### src/rtl/ll_data_table_insert_if.sv
`default_nettype none
// ============================================================================
//  Module   : ll_data_table_insert_if
//  Purpose  : Head-table write port used by the linked-list insert engine.
//  Revision : 1.0 - initial release
// ============================================================================
interface ll_data_table_insert_if #(
    parameter int A_WIDTH = 8
) ();
    logic [A_WIDTH-1:0] wr_data_ptr;
    logic               wr_data_ptr_val;
    logic               wr_en;

    modport master (
        output wr_data_ptr,
        output wr_data_ptr_val,
        output wr_en
    );

    modport slave (
        input  wr_data_ptr,
        input  wr_data_ptr_val,
        input  wr_en
    );
endinterface
`default_nettype wire

### src/rtl/ll_data_table_insert.sv
`default_nettype none
// ============================================================================
//  Module   : ll_data_table_insert
//  Purpose  : Linked-list data table insert engine (walk, overwrite or append).
//             task_i/rd_data_i/wr_data_o = {key, value, ptr, ptr_val};
//             result_o = {key, value, rescode[1:0], chain_state[2:0]}.
//  Revision : 1.0 - initial release
// ============================================================================
module ll_data_table_insert #(
    parameter int RAM_LATENCY = 2,
    parameter int A_WIDTH     = 8,
    parameter int KEY_WIDTH   = 8,
    parameter int VALUE_WIDTH = 8
) (
    input  wire logic                                   clk_i,
    input  wire logic                                   rst_i,
    input  wire logic [KEY_WIDTH+VALUE_WIDTH+A_WIDTH:0] task_i,
    input  wire logic                                   task_valid_i,
    output logic                                        task_ready_o,
    input  wire logic [KEY_WIDTH+VALUE_WIDTH+A_WIDTH:0] rd_data_i,
    output logic [A_WIDTH-1:0]                          rd_addr_o,
    output logic                                        rd_en_o,
    output logic [A_WIDTH-1:0]                          wr_addr_o,
    output logic [KEY_WIDTH+VALUE_WIDTH+A_WIDTH:0]      wr_data_o,
    output logic                                        wr_en_o,
    input  wire logic [A_WIDTH-1:0]                     empty_ptr_i,
    input  wire logic                                   empty_ptr_val_i,
    output logic                                        empty_ptr_rd_ack_o,
    ll_data_table_insert_if.master                      ll_head_table_if,
    output logic [KEY_WIDTH+VALUE_WIDTH+4:0]            result_o,
    output logic                                        result_valid_o,
    input  wire logic                                   result_ready_i
);

    localparam int D_WIDTH = KEY_WIDTH + VALUE_WIDTH + A_WIDTH + 1;

    localparam logic [2:0] IDLE_S        = 3'd0;
    localparam logic [2:0] NO_HEAD_PTR_S = 3'd1;
    localparam logic [2:0] READ_HEAD_S   = 3'd2;
    localparam logic [2:0] GO_ON_CHAIN_S = 3'd3;
    localparam logic [2:0] KEY_MATCH_S   = 3'd4;
    localparam logic [2:0] ON_TAIL_S     = 3'd5;
    localparam logic [2:0] FULL_S        = 3'd6;
    localparam logic [2:0] REPORT_S      = 3'd7;

    localparam logic [1:0] LL_INSERT_SUCCESS                   = 2'd0;
    localparam logic [1:0] LL_INSERT_SUCCESS_SAME_KEY          = 2'd1;
    localparam logic [1:0] LL_INSERT_NOT_SUCCESS_TABLE_IS_FULL = 2'd2;

    localparam logic [2:0] LL_NO_CHAIN         = 3'd0;
    localparam logic [2:0] LL_IN_HEAD          = 3'd1;
    localparam logic [2:0] LL_IN_MIDDLE        = 3'd2;
    localparam logic [2:0] LL_IN_TAIL          = 3'd3;
    localparam logic [2:0] LL_IN_TAIL_NO_MATCH = 3'd4;

    logic [2:0]             r_state;
    logic [KEY_WIDTH-1:0]   r_key;
    logic [VALUE_WIDTH-1:0] r_value;
    logic [A_WIDTH-1:0]     r_rd_addr;
    logic [KEY_WIDTH-1:0]   r_rd_key;
    logic [VALUE_WIDTH-1:0] r_rd_value;
    logic [A_WIDTH-1:0]     r_rd_next;
    logic                   r_rd_next_val;
    logic                   r_rd_pend;
    logic                   r_tail_phase;
    logic [A_WIDTH-1:0]     r_new_ptr;
    logic [1:0]             r_rescode;
    logic [2:0]             r_chain;
    logic [RAM_LATENCY-1:0] r_val_pipe;

    logic [KEY_WIDTH-1:0]   w_task_key;
    logic [VALUE_WIDTH-1:0] w_task_value;
    logic [A_WIDTH-1:0]     w_task_head;
    logic                   w_task_head_val;
    logic [KEY_WIDTH-1:0]   w_rd_key;
    logic [VALUE_WIDTH-1:0] w_rd_value;
    logic [A_WIDTH-1:0]     w_rd_next;
    logic                   w_rd_next_val;
    logic                   w_reading;
    logic                   w_rd_data_val;
    logic                   w_wr_en;
    logic [A_WIDTH-1:0]     w_wr_addr;
    logic [D_WIDTH-1:0]     w_wr_data;
    logic                   w_head_wr_en;
    logic                   w_ack;

    assign {w_task_key, w_task_value, w_task_head, w_task_head_val} = task_i;
    assign {w_rd_key, w_rd_value, w_rd_next, w_rd_next_val}         = rd_data_i;

    assign w_reading     = (r_state == READ_HEAD_S) || (r_state == GO_ON_CHAIN_S);
    assign w_rd_data_val = r_val_pipe[RAM_LATENCY-1];

    // Read-data valid tracker: rd_en delayed by the RAM latency.
    if (RAM_LATENCY == 1) begin : g_lat_one
        always_ff @(posedge clk_i or posedge rst_i) begin
            if (rst_i) r_val_pipe <= '0;
            else       r_val_pipe <= rd_en_o;
        end
    end else begin : g_lat_multi
        always_ff @(posedge clk_i or posedge rst_i) begin
            if (rst_i) r_val_pipe <= '0;
            else       r_val_pipe <= {r_val_pipe[RAM_LATENCY-2:0], rd_en_o};
        end
    end

    always_comb begin
        w_wr_en      = 1'b0;
        w_wr_addr    = r_rd_addr;
        w_wr_data    = {r_rd_key, r_rd_value, r_rd_next, r_rd_next_val};
        w_head_wr_en = 1'b0;
        w_ack        = 1'b0;
        case (r_state)
            KEY_MATCH_S: begin
                w_wr_en   = 1'b1;
                w_wr_data = {r_rd_key, r_value, r_rd_next, r_rd_next_val};
            end
            NO_HEAD_PTR_S: begin
                if (empty_ptr_val_i) begin
                    w_wr_en      = 1'b1;
                    w_wr_addr    = empty_ptr_i;
                    w_wr_data    = {r_key, r_value, {A_WIDTH{1'b0}}, 1'b0};
                    w_head_wr_en = 1'b1;
                    w_ack        = 1'b1;
                end
            end
            ON_TAIL_S: begin
                if (!r_tail_phase) begin
                    if (empty_ptr_val_i) begin
                        w_wr_en   = 1'b1;
                        w_wr_addr = empty_ptr_i;
                        w_wr_data = {r_key, r_value, {A_WIDTH{1'b0}}, 1'b0};
                        w_ack     = 1'b1;
                    end
                end else begin
                    // Second tick: hook the freshly written entry onto the old tail.
                    w_wr_en   = 1'b1;
                    w_wr_data = {r_rd_key, r_rd_value, r_new_ptr, 1'b1};
                end
            end
            default: ;
        endcase
    end

    assign task_ready_o       = (r_state == IDLE_S);
    assign rd_en_o            = w_reading && r_rd_pend;
    assign rd_addr_o          = r_rd_addr;
    assign wr_en_o            = w_wr_en;
    assign wr_addr_o          = w_wr_addr;
    assign wr_data_o          = w_wr_data;
    assign empty_ptr_rd_ack_o = w_ack;
    assign result_valid_o     = (r_state == REPORT_S) || (r_state == FULL_S);
    assign result_o           = {r_key, r_value, r_rescode, r_chain};

    assign ll_head_table_if.wr_en           = w_head_wr_en;
    assign ll_head_table_if.wr_data_ptr     = empty_ptr_i;
    assign ll_head_table_if.wr_data_ptr_val = 1'b1;

    always_ff @(posedge clk_i or posedge rst_i) begin
        if (rst_i) begin
            r_state       <= IDLE_S;
            r_key         <= '0;
            r_value       <= '0;
            r_rd_addr     <= '0;
            r_rd_key      <= '0;
            r_rd_value    <= '0;
            r_rd_next     <= '0;
            r_rd_next_val <= 1'b0;
            r_rd_pend     <= 1'b0;
            r_tail_phase  <= 1'b0;
            r_new_ptr     <= '0;
            r_rescode     <= '0;
            r_chain       <= '0;
        end else begin
            case (r_state)
                IDLE_S: begin
                    if (task_valid_i) begin
                        r_key     <= w_task_key;
                        r_value   <= w_task_value;
                        r_rd_addr <= w_task_head;
                        if (w_task_head_val) begin
                            r_state   <= READ_HEAD_S;
                            r_rd_pend <= 1'b1;
                        end else begin
                            r_state   <= NO_HEAD_PTR_S;
                        end
                    end
                end
                READ_HEAD_S, GO_ON_CHAIN_S: begin
                    if (rd_en_o) r_rd_pend <= 1'b0;
                    if (w_rd_data_val) begin
                        r_rd_key      <= w_rd_key;
                        r_rd_value    <= w_rd_value;
                        r_rd_next     <= w_rd_next;
                        r_rd_next_val <= w_rd_next_val;
                        if (w_rd_key == r_key) begin
                            r_state <= KEY_MATCH_S;
                            if (r_state == READ_HEAD_S) r_chain <= LL_IN_HEAD;
                            else if (!w_rd_next_val)    r_chain <= LL_IN_TAIL;
                            else                        r_chain <= LL_IN_MIDDLE;
                        end else if (!w_rd_next_val) begin
                            r_state      <= ON_TAIL_S;
                            r_tail_phase <= 1'b0;
                        end else begin
                            r_state   <= GO_ON_CHAIN_S;
                            r_rd_addr <= w_rd_next;
                            r_rd_pend <= 1'b1;
                        end
                    end
                end
                KEY_MATCH_S: begin
                    r_rescode <= LL_INSERT_SUCCESS_SAME_KEY;
                    r_state   <= REPORT_S;
                end
                NO_HEAD_PTR_S: begin
                    r_chain <= LL_NO_CHAIN;
                    if (empty_ptr_val_i) begin
                        r_rescode <= LL_INSERT_SUCCESS;
                        r_state   <= REPORT_S;
                    end else begin
                        r_rescode <= LL_INSERT_NOT_SUCCESS_TABLE_IS_FULL;
                        r_state   <= FULL_S;
                    end
                end
                ON_TAIL_S: begin
                    r_chain <= LL_IN_TAIL_NO_MATCH;
                    if (!r_tail_phase) begin
                        if (empty_ptr_val_i) begin
                            r_new_ptr    <= empty_ptr_i;
                            r_tail_phase <= 1'b1;
                        end else begin
                            r_rescode <= LL_INSERT_NOT_SUCCESS_TABLE_IS_FULL;
                            r_state   <= FULL_S;
                        end
                    end else begin
                        r_rescode    <= LL_INSERT_SUCCESS;
                        r_tail_phase <= 1'b0;
                        r_state      <= REPORT_S;
                    end
                end
                FULL_S, REPORT_S: begin
                    if (result_ready_i) r_state <= IDLE_S;
                end
                default: r_state <= IDLE_S;
            endcase
        end
    end

endmodule
`default_nettype wire

### src/flat_wrapper.sv
// flat-port wrapper written by rule: the top's interface ports become plain ports
module ll_data_table_insert_flat 
#(
    parameter int RAM_LATENCY = 2,
    parameter int A_WIDTH     = 8,
    parameter int KEY_WIDTH   = 8,
    parameter int VALUE_WIDTH = 8
)
  (clk_i, rst_i, task_i, task_valid_i, task_ready_o, rd_data_i, rd_addr_o, rd_en_o, wr_addr_o, wr_data_o, wr_en_o, empty_ptr_i, empty_ptr_val_i, empty_ptr_rd_ack_o, result_o, result_valid_o, result_ready_i, ll_head_table_if_wr_data_ptr, ll_head_table_if_wr_data_ptr_val, ll_head_table_if_wr_en);
  ll_data_table_insert_if #(.A_WIDTH(A_WIDTH)) ll_head_table_if_i ();
  input  wire logic clk_i;
  input  wire logic rst_i;
  input  wire logic [KEY_WIDTH+VALUE_WIDTH+A_WIDTH:0] task_i;
  input  wire logic task_valid_i;
  output logic task_ready_o;
  input  wire logic [KEY_WIDTH+VALUE_WIDTH+A_WIDTH:0] rd_data_i;
  output logic [A_WIDTH-1:0] rd_addr_o;
  output logic rd_en_o;
  output logic [A_WIDTH-1:0] wr_addr_o;
  output logic [KEY_WIDTH+VALUE_WIDTH+A_WIDTH:0] wr_data_o;
  output logic wr_en_o;
  input  wire logic [A_WIDTH-1:0] empty_ptr_i;
  input  wire logic empty_ptr_val_i;
  output logic empty_ptr_rd_ack_o;
  output logic [KEY_WIDTH+VALUE_WIDTH+4:0] result_o;
  output logic result_valid_o;
  input  wire logic result_ready_i;
  output wire logic [$bits(ll_head_table_if_i.wr_data_ptr)-1:0] ll_head_table_if_wr_data_ptr;
  output wire logic [$bits(ll_head_table_if_i.wr_data_ptr_val)-1:0] ll_head_table_if_wr_data_ptr_val;
  output wire logic [$bits(ll_head_table_if_i.wr_en)-1:0] ll_head_table_if_wr_en;
  assign ll_head_table_if_wr_data_ptr = ll_head_table_if_i.wr_data_ptr;
  assign ll_head_table_if_wr_data_ptr_val = ll_head_table_if_i.wr_data_ptr_val;
  assign ll_head_table_if_wr_en = ll_head_table_if_i.wr_en;
  ll_data_table_insert #(.RAM_LATENCY(RAM_LATENCY), .A_WIDTH(A_WIDTH), .KEY_WIDTH(KEY_WIDTH), .VALUE_WIDTH(VALUE_WIDTH)) u_core (.clk_i(clk_i), .rst_i(rst_i), .task_i(task_i), .task_valid_i(task_valid_i), .task_ready_o(task_ready_o), .rd_data_i(rd_data_i), .rd_addr_o(rd_addr_o), .rd_en_o(rd_en_o), .wr_addr_o(wr_addr_o), .wr_data_o(wr_data_o), .wr_en_o(wr_en_o), .empty_ptr_i(empty_ptr_i), .empty_ptr_val_i(empty_ptr_val_i), .empty_ptr_rd_ack_o(empty_ptr_rd_ack_o), .ll_head_table_if(ll_head_table_if_i), .result_o(result_o), .result_valid_o(result_valid_o), .result_ready_i(result_ready_i));
endmodule
### config.mk
export PLATFORM = sky130hd
export DESIGN_NAME = ll_data_table_insert_flat
export DESIGN_NICKNAME = d
export VERILOG_FILES = /design/src/rtl/ll_data_table_insert_if.sv /design/src/rtl/ll_data_table_insert.sv /design/src/flat_wrapper.sv
export SDC_FILE = /design/constraint.sdc
export NUM_CORES = 1
export LEC_CHECK = 0
export CORE_MARGIN = 2
export CORE_UTILIZATION = 30
export DETAILED_ROUTE_END_ITERATION = 10
export PLACE_DENSITY = 0.63
export SLEW_MARGIN = 40
export SYNTH_ARGS = -nofsm -noshare
export SYNTH_HDL_FRONTEND = slang
export SYNTH_SLANG_ARGS = --single-unit
### constraint.sdc
create_clock -name clk_i -period 2.7 [get_ports clk_i]
set_clock_uncertainty 0.2 [all_clocks]
set_input_delay 0.54 -clock clk_i [delete_from_list [all_inputs] [get_ports clk_i]]
set_output_delay 0.54 -clock clk_i [all_outputs]
set_load 0.05 [all_outputs]
## Yosys cells after proc, flatten, opt, wreduce, memory -nomap -nowiden

Index checks and enable logic that the tools add are counted.

| word-level totals | value |
|---|---|
| register bits after elaboration | 69 |
| input bits | 63 |
| word-level logic and storage cells | 98 |

| operators by class | value |
|---|---|
| equality and inequality tests | 17 |
| muxes and demuxes | 47 |
| bitwise logic cells | 1 |
| reductions and logical operators | 19 |

Operator list:

| kind | count |
|---|---|
| $pmux W25 S3 | 1 |
| $mux W25 | 2 |
| $mux W8 | 6 |
| $pmux W8 S2 | 2 |
| $mux W3 | 10 |
| $pmux W3 S6 | 1 |
| $mux W1 | 15 |
| $eq A3 B3 Y1 const B | 4 |
| $ne A2 B2 Y1 const B | 6 |
| $pmux W3 S3 | 1 |
| $reduce_and A3 Y1 | 3 |
| $eq A8 B8 Y1 | 1 |
| $mux W2 | 4 |
| $reduce_and A4 Y1 | 2 |
| $eq A3 B2 Y1 const B | 2 |
| $pmux W1 S2 | 3 |
| $pmux W2 S3 | 1 |
| $reduce_and A2 Y1 | 3 |
| $reduce_bool A3 Y1 | 2 |
| $reduce_and A5 Y1 | 1 |
| $ne A2 B1 Y1 const B | 2 |
| $reduce_bool A2 Y1 | 2 |
| $reduce_or A2 Y1 | 2 |
| $eq A3 B1 Y1 const B | 1 |
| 6 further kinds | 7 |

## Logic depth before layout (Yosys ltp)

| logic depth | value |
|---|---|
| depth in word-level cells | 8 |
| depth in mapped cells | 7 |
| depth with buffers taken out | 4 |

## Worst setup path before layout

No wires, ideal clock.

| path | value |
|---|---|
| path type | reg-to-output |
| start | register u_core.r_state[2] |
| end | output port wr_data_o[15] |
| data arrival time | 2289 ps |
| setup slack | -329 ps |
| cell stages (with the launch flop) | 7 |
| buffers on the path | 3 |
| path through | dfrtp_1 > buf_2 > o21ba_2 > buf_2 > o21ai_1 > buf_2 > o21ai_0 |

| on the way | value |
|---|---|
| word-level cells in the longest chain between the ends | 2 |
| elaborated cells on any way between the ends | 4 |

Ends and longest elaborated chain:

| item | RTL line | text |
|---|---|---|
| start, declared | ll_data_table_insert.sv:56 | `logic [2:0] r_state;` |
| start signal, assigned | ll_data_table_insert.sv:160 | `r_state <= IDLE_S;` |
| start signal, assigned | ll_data_table_insert.sv:181 | `r_state <= READ_HEAD_S;` |
| start signal, assigned | ll_data_table_insert.sv:184 | `r_state <= NO_HEAD_PTR_S;` |
| $eq A3 B3 Y1 or $eq A3 B1 Y1 (tied branches) | ll_data_table_insert.sv:112 | `case (r_state)` |
| $pmux W25 S3 (*) | ll_data_table_insert.sv:112 |  |
| end, declared | flat_wrapper.sv:20 | `output logic [KEY_WIDTH+VALUE_WIDTH+A_WIDTH:0] wr_data_o;` |

Mark *: on every way between the ends. The rest lies on a longest branch, timed or not.

## Final worst setup path

| path | value |
|---|---|
| start | register u_core.r_state[0] |
| end | output port wr_data_o[18] |

The elaborated chain is that of the path after synthesis.

==> impl_results.md <==
* Final setup fails at 0
* Die X at 115 um
* Largest cells by area after synthesis: dfrtp_1 47%, mux2_2 20%, o21ai_0 2.9%
* Worst Path Class, Setup: flop to primary output
* Port Buf Inserts at 138
* Relative slew slack at 64.6%
* Ys async rst share at 100%
* CP arrival at 1.88 ns
* TritonCTS clock tree: done
* Wirelength, routed at 10.7 mm
* RePlAce Congestion at 0.801
* P_sw at 0.00404 W
* Tcrit/Tclk final at 96.9%
* Setup_tns at 0 ns
* M2 GR Usage at 27.5%
* Syn-to-layout area delta at 65.0%
* Total CTS buffers at 9
* Detail Placement HPWL at 7.84 mm
* RSZ-0062 raised after global routing: false
* Mean Syn Cell Area at 11.1 um^2
* Reg clk slew, reported paths at 0.05 ns
* Clk pwr share at between 10 and 15%
* # Max-Cap Violations at 0
* Clock tree root buffer cell: clkbuf_16
* RR Startpoint: u_core.r_state[0]$_DFFE_PP0P_
* Crit-path max FO at 17
* Final core occ at 50.6%
* Most used DFF post-synth: dfrtp_1
* Hold path start: u_core.r_val_pipe[0]$_DFF_PP0_
* Clk sink count at 69
* Gr ovfl total at 0
* Synth area leader: dfrtp_1
* Most common cell after layout, fill and taps aside: clkdlybuf4s50_1
* R2R depth at 6
* Std cell rows at 40
* Slew at the pin closest to its max-slew limit at 0.529 ns
* Required @ worst endpoint at 1.96 ns
* Post-synthesis register bit count at roughly 70
* Sequential power share at 21.5%
* Layout cells sized above 1 at 34.9%
* P per Cell Area at 1480 mW/mm^2
* Register area share after synthesis at 46.9%
* CP endpoint kind: primary output
* Status: completed
* TritonRoute pass-1 iters at 4
* Most frequent cells in the layout: 90 x clkdlybuf4s50_1, 69 x dfrtp_1, 65 x mux2_2, 46 x buf_12, 29 x buf_4
* Initial core utilization at 30.6%
* Vias in the first global route at approximately 3300
* Final Hold Fails at 0
* Htree depth at 3
* Hold depth at 0
* Synth unique cells at 43
* Crit path from: u_core.r_state[0]$_DFFE_PP0P_
* Comb power frac at 65.6%
* Final min period at roughly 2.6 ns
* Grt met3 use at 4.48%
* Switch share at 44.8%
* Post-route DRC violation count at 0
* Internal at 0.00497 W
* Ys Warns at 0
* CP startpoint kind: flop
* Area fraction of the dominant cell type after synthesis at 46.9%
* First-pass GRT wire length at 17.3 mm
* Initial antenna violation count at 0
* Gr usage total at ~17%
* Fmax at 0.382 GHz
* GR peak layer: met2
* GR Layer Usage met1 at 22.5%
* Post-layout nets at 545
* Final Max Slew Viols at 0
* Largest net degree at the start of global routing at 70
* DRT iter0 DRCs at 111
* WL/cell at 16.9 um
* VDD IR-drop max at 0.959 mV
* Bufs on Longest Clock Path at 2
* Post-Syn Nets at ~400
* Post-synthesis cell count at 332
* Hold_buf cts at 0
* Clock Latency Late Sink at roughly 0.33 ns
* Antenna viol nets, final at 0
* Vias per cell at between 5 and 6
* Area of the mapped netlist at 0.00368 mm^2
* # diodes at 0
* Die Area at 0.0132 mm^2
* LEAKAGE at 2.53 nW
* Core Box Area at 0.0120 mm^2
* # fillers at 1094
* Via Count at 3179
* Die Y at 115 um
* Ports at 140
* Worst hold path type: flop to flop
* EDFF count, synth at 0
==> path summary, 6_finish.rpt <==
kind | to | slack, ns
max | wr_data_o[18] | 0.08
max reg2reg | u_core.rd_addr_o[0]$_DFFE_PP0P_ | 0.65
max in group asynchronous | u_core.r_state[0]$_DFFE_PP0P_ | 1.58
min reg2reg | u_core.r_val_pipe[1]$_DFF_PP0_ | 0.15
min | u_core.r_val_pipe[1]$_DFF_PP0_ | 0.15
min in group asynchronous | u_core.r_rd_value[0]$_DFFE_PP0P_ | 0.40
==> state kept, by name, summed over array words and instances, names as in the netlist, 8 cells and up <==
register           flops
u_core.r_value         8
u_core.r_rd_value      8
u_core.r_new_ptr       8
u_core.r_rd_next       8
u_core.r_rd_key        8
u_core.r_key           8
u_core.rd_addr_o       8
==> power groups by stage <==
| stage | Clock (W) | Combinational (W) | Sequential [W] |
|---|---|---|---|
| after detailed placement | 0 | 0.00591 | 0.00195 |
| after floorplan | 0 | 0.00273 | 0.00254 |
| after global placement | 0 | 0.00585 | 0.00193 |
| final | 0.00116 | 0.00591 | 0.00193 |
| after global routing | 0.00125 | 0.00619 | 0.00201 |
| after CTS | 0.00119 | 0.00595 | 0.00194 |
==> Yosys cell counts (all sizes together) (2+ instances only) <==
| cell type | instances |
|---|---|
| dfrtp | 69 |
| a31oi | 2 |
| o21ai | 22 |
| a22o | 8 |
| a32oi | 3 |
| nand3 | 12 |
| nor2 | 8 |
| mux2i | 9 |
| nand4 | 10 |
| nor3 | 4 |
| nand2 | 26 |
| a21oi | 4 |
| and4 | 2 |
| nor2b | 10 |
| o211ai | 10 |
| buf | 22 |
| xnor2 | 8 |
| clkbuf | 7 |
| nand2b | 3 |
| and2 | 2 |
| o2bb2ai | 2 |
| o22ai | 2 |
| mux2 | 65 |
| a31o | 2 |
| inv | 9 |
==> metrics by stage <==
step	worst slack (ns)	total power [W]	std cells	area, um^2	hold WS [ns]
6_report	0.0845	0.00900	634	6070	0.151
5_1_grt	0.00541	0.00946	634	6070	0.166
4_1_cts	0.0886	0.00908	634	6070	0.153
3_3_place_gp	-0.238	0.00778	617	5750	0.134
3_5_place_dp	-0.250	0.00786	617	5750	0.145
2_1_floorplan	-0.329	0.00527	332	3680	0.131
==> layer usage <==
metal | wire [um] | up-vias
met5 | 0 | -
met3 | 708 | 9
met2 | 5150 | 98
li1 | - | 1499
met1 | 4760 | 1573
met4 | 101 | 0
==> layout make-up <==
cell class	count	area, um^2	share of cell area [%]
inverters	10	37.5	0.618
well taps	147	184	3.03
flip-flops and latches	69	1730	28.4
repair buffers	168	2070	34.1
multi-input cells	224	1760	29.0
clock buffers	12	246	4.06
clock inverters	4	47.5	0.783
==> repair_timing <==
| action | 4_1_cts | 5_1_grt |
|---|---|---|
| pin swaps | 1 | 1 |
| cloned | 1 | 0 |
| hold endpoints to repair | 0 | 0 |
| buffers inserted | 0 | 0 |
| setup endpoints to repair | 32 | 4 |
| gates resized for setup | 11 | 1 |
==> logic make-up (layout without fill, tap and decap cells) <==
group / count (synthesis) / after routing / synth area share, %
and+or+nand+nor: 80 / 80 / 11.4
other: 1 / 1 / 0.102
AOI/OAI and AO/OA: 61 / 61 / 11.6
xor gates and xnor gates: 8 / 8 / 1.90
DFF: 69 / 69 / 46.9
muxes: 74 / 74 / 22.3
buffers and inverters: 39 / 194 / 5.85
==> worst max-delay path, stage by stage, from the launching register on <==
cell and delay, ns:
dfrtp_1 0.48, nand2_1 0.13, nor2_2 0.17, nand2_1 0.12, buf_12 0.17, mux2_2 0.31, buf_12 0.16
Note: power is estimated with default switching activity, not from simulation.
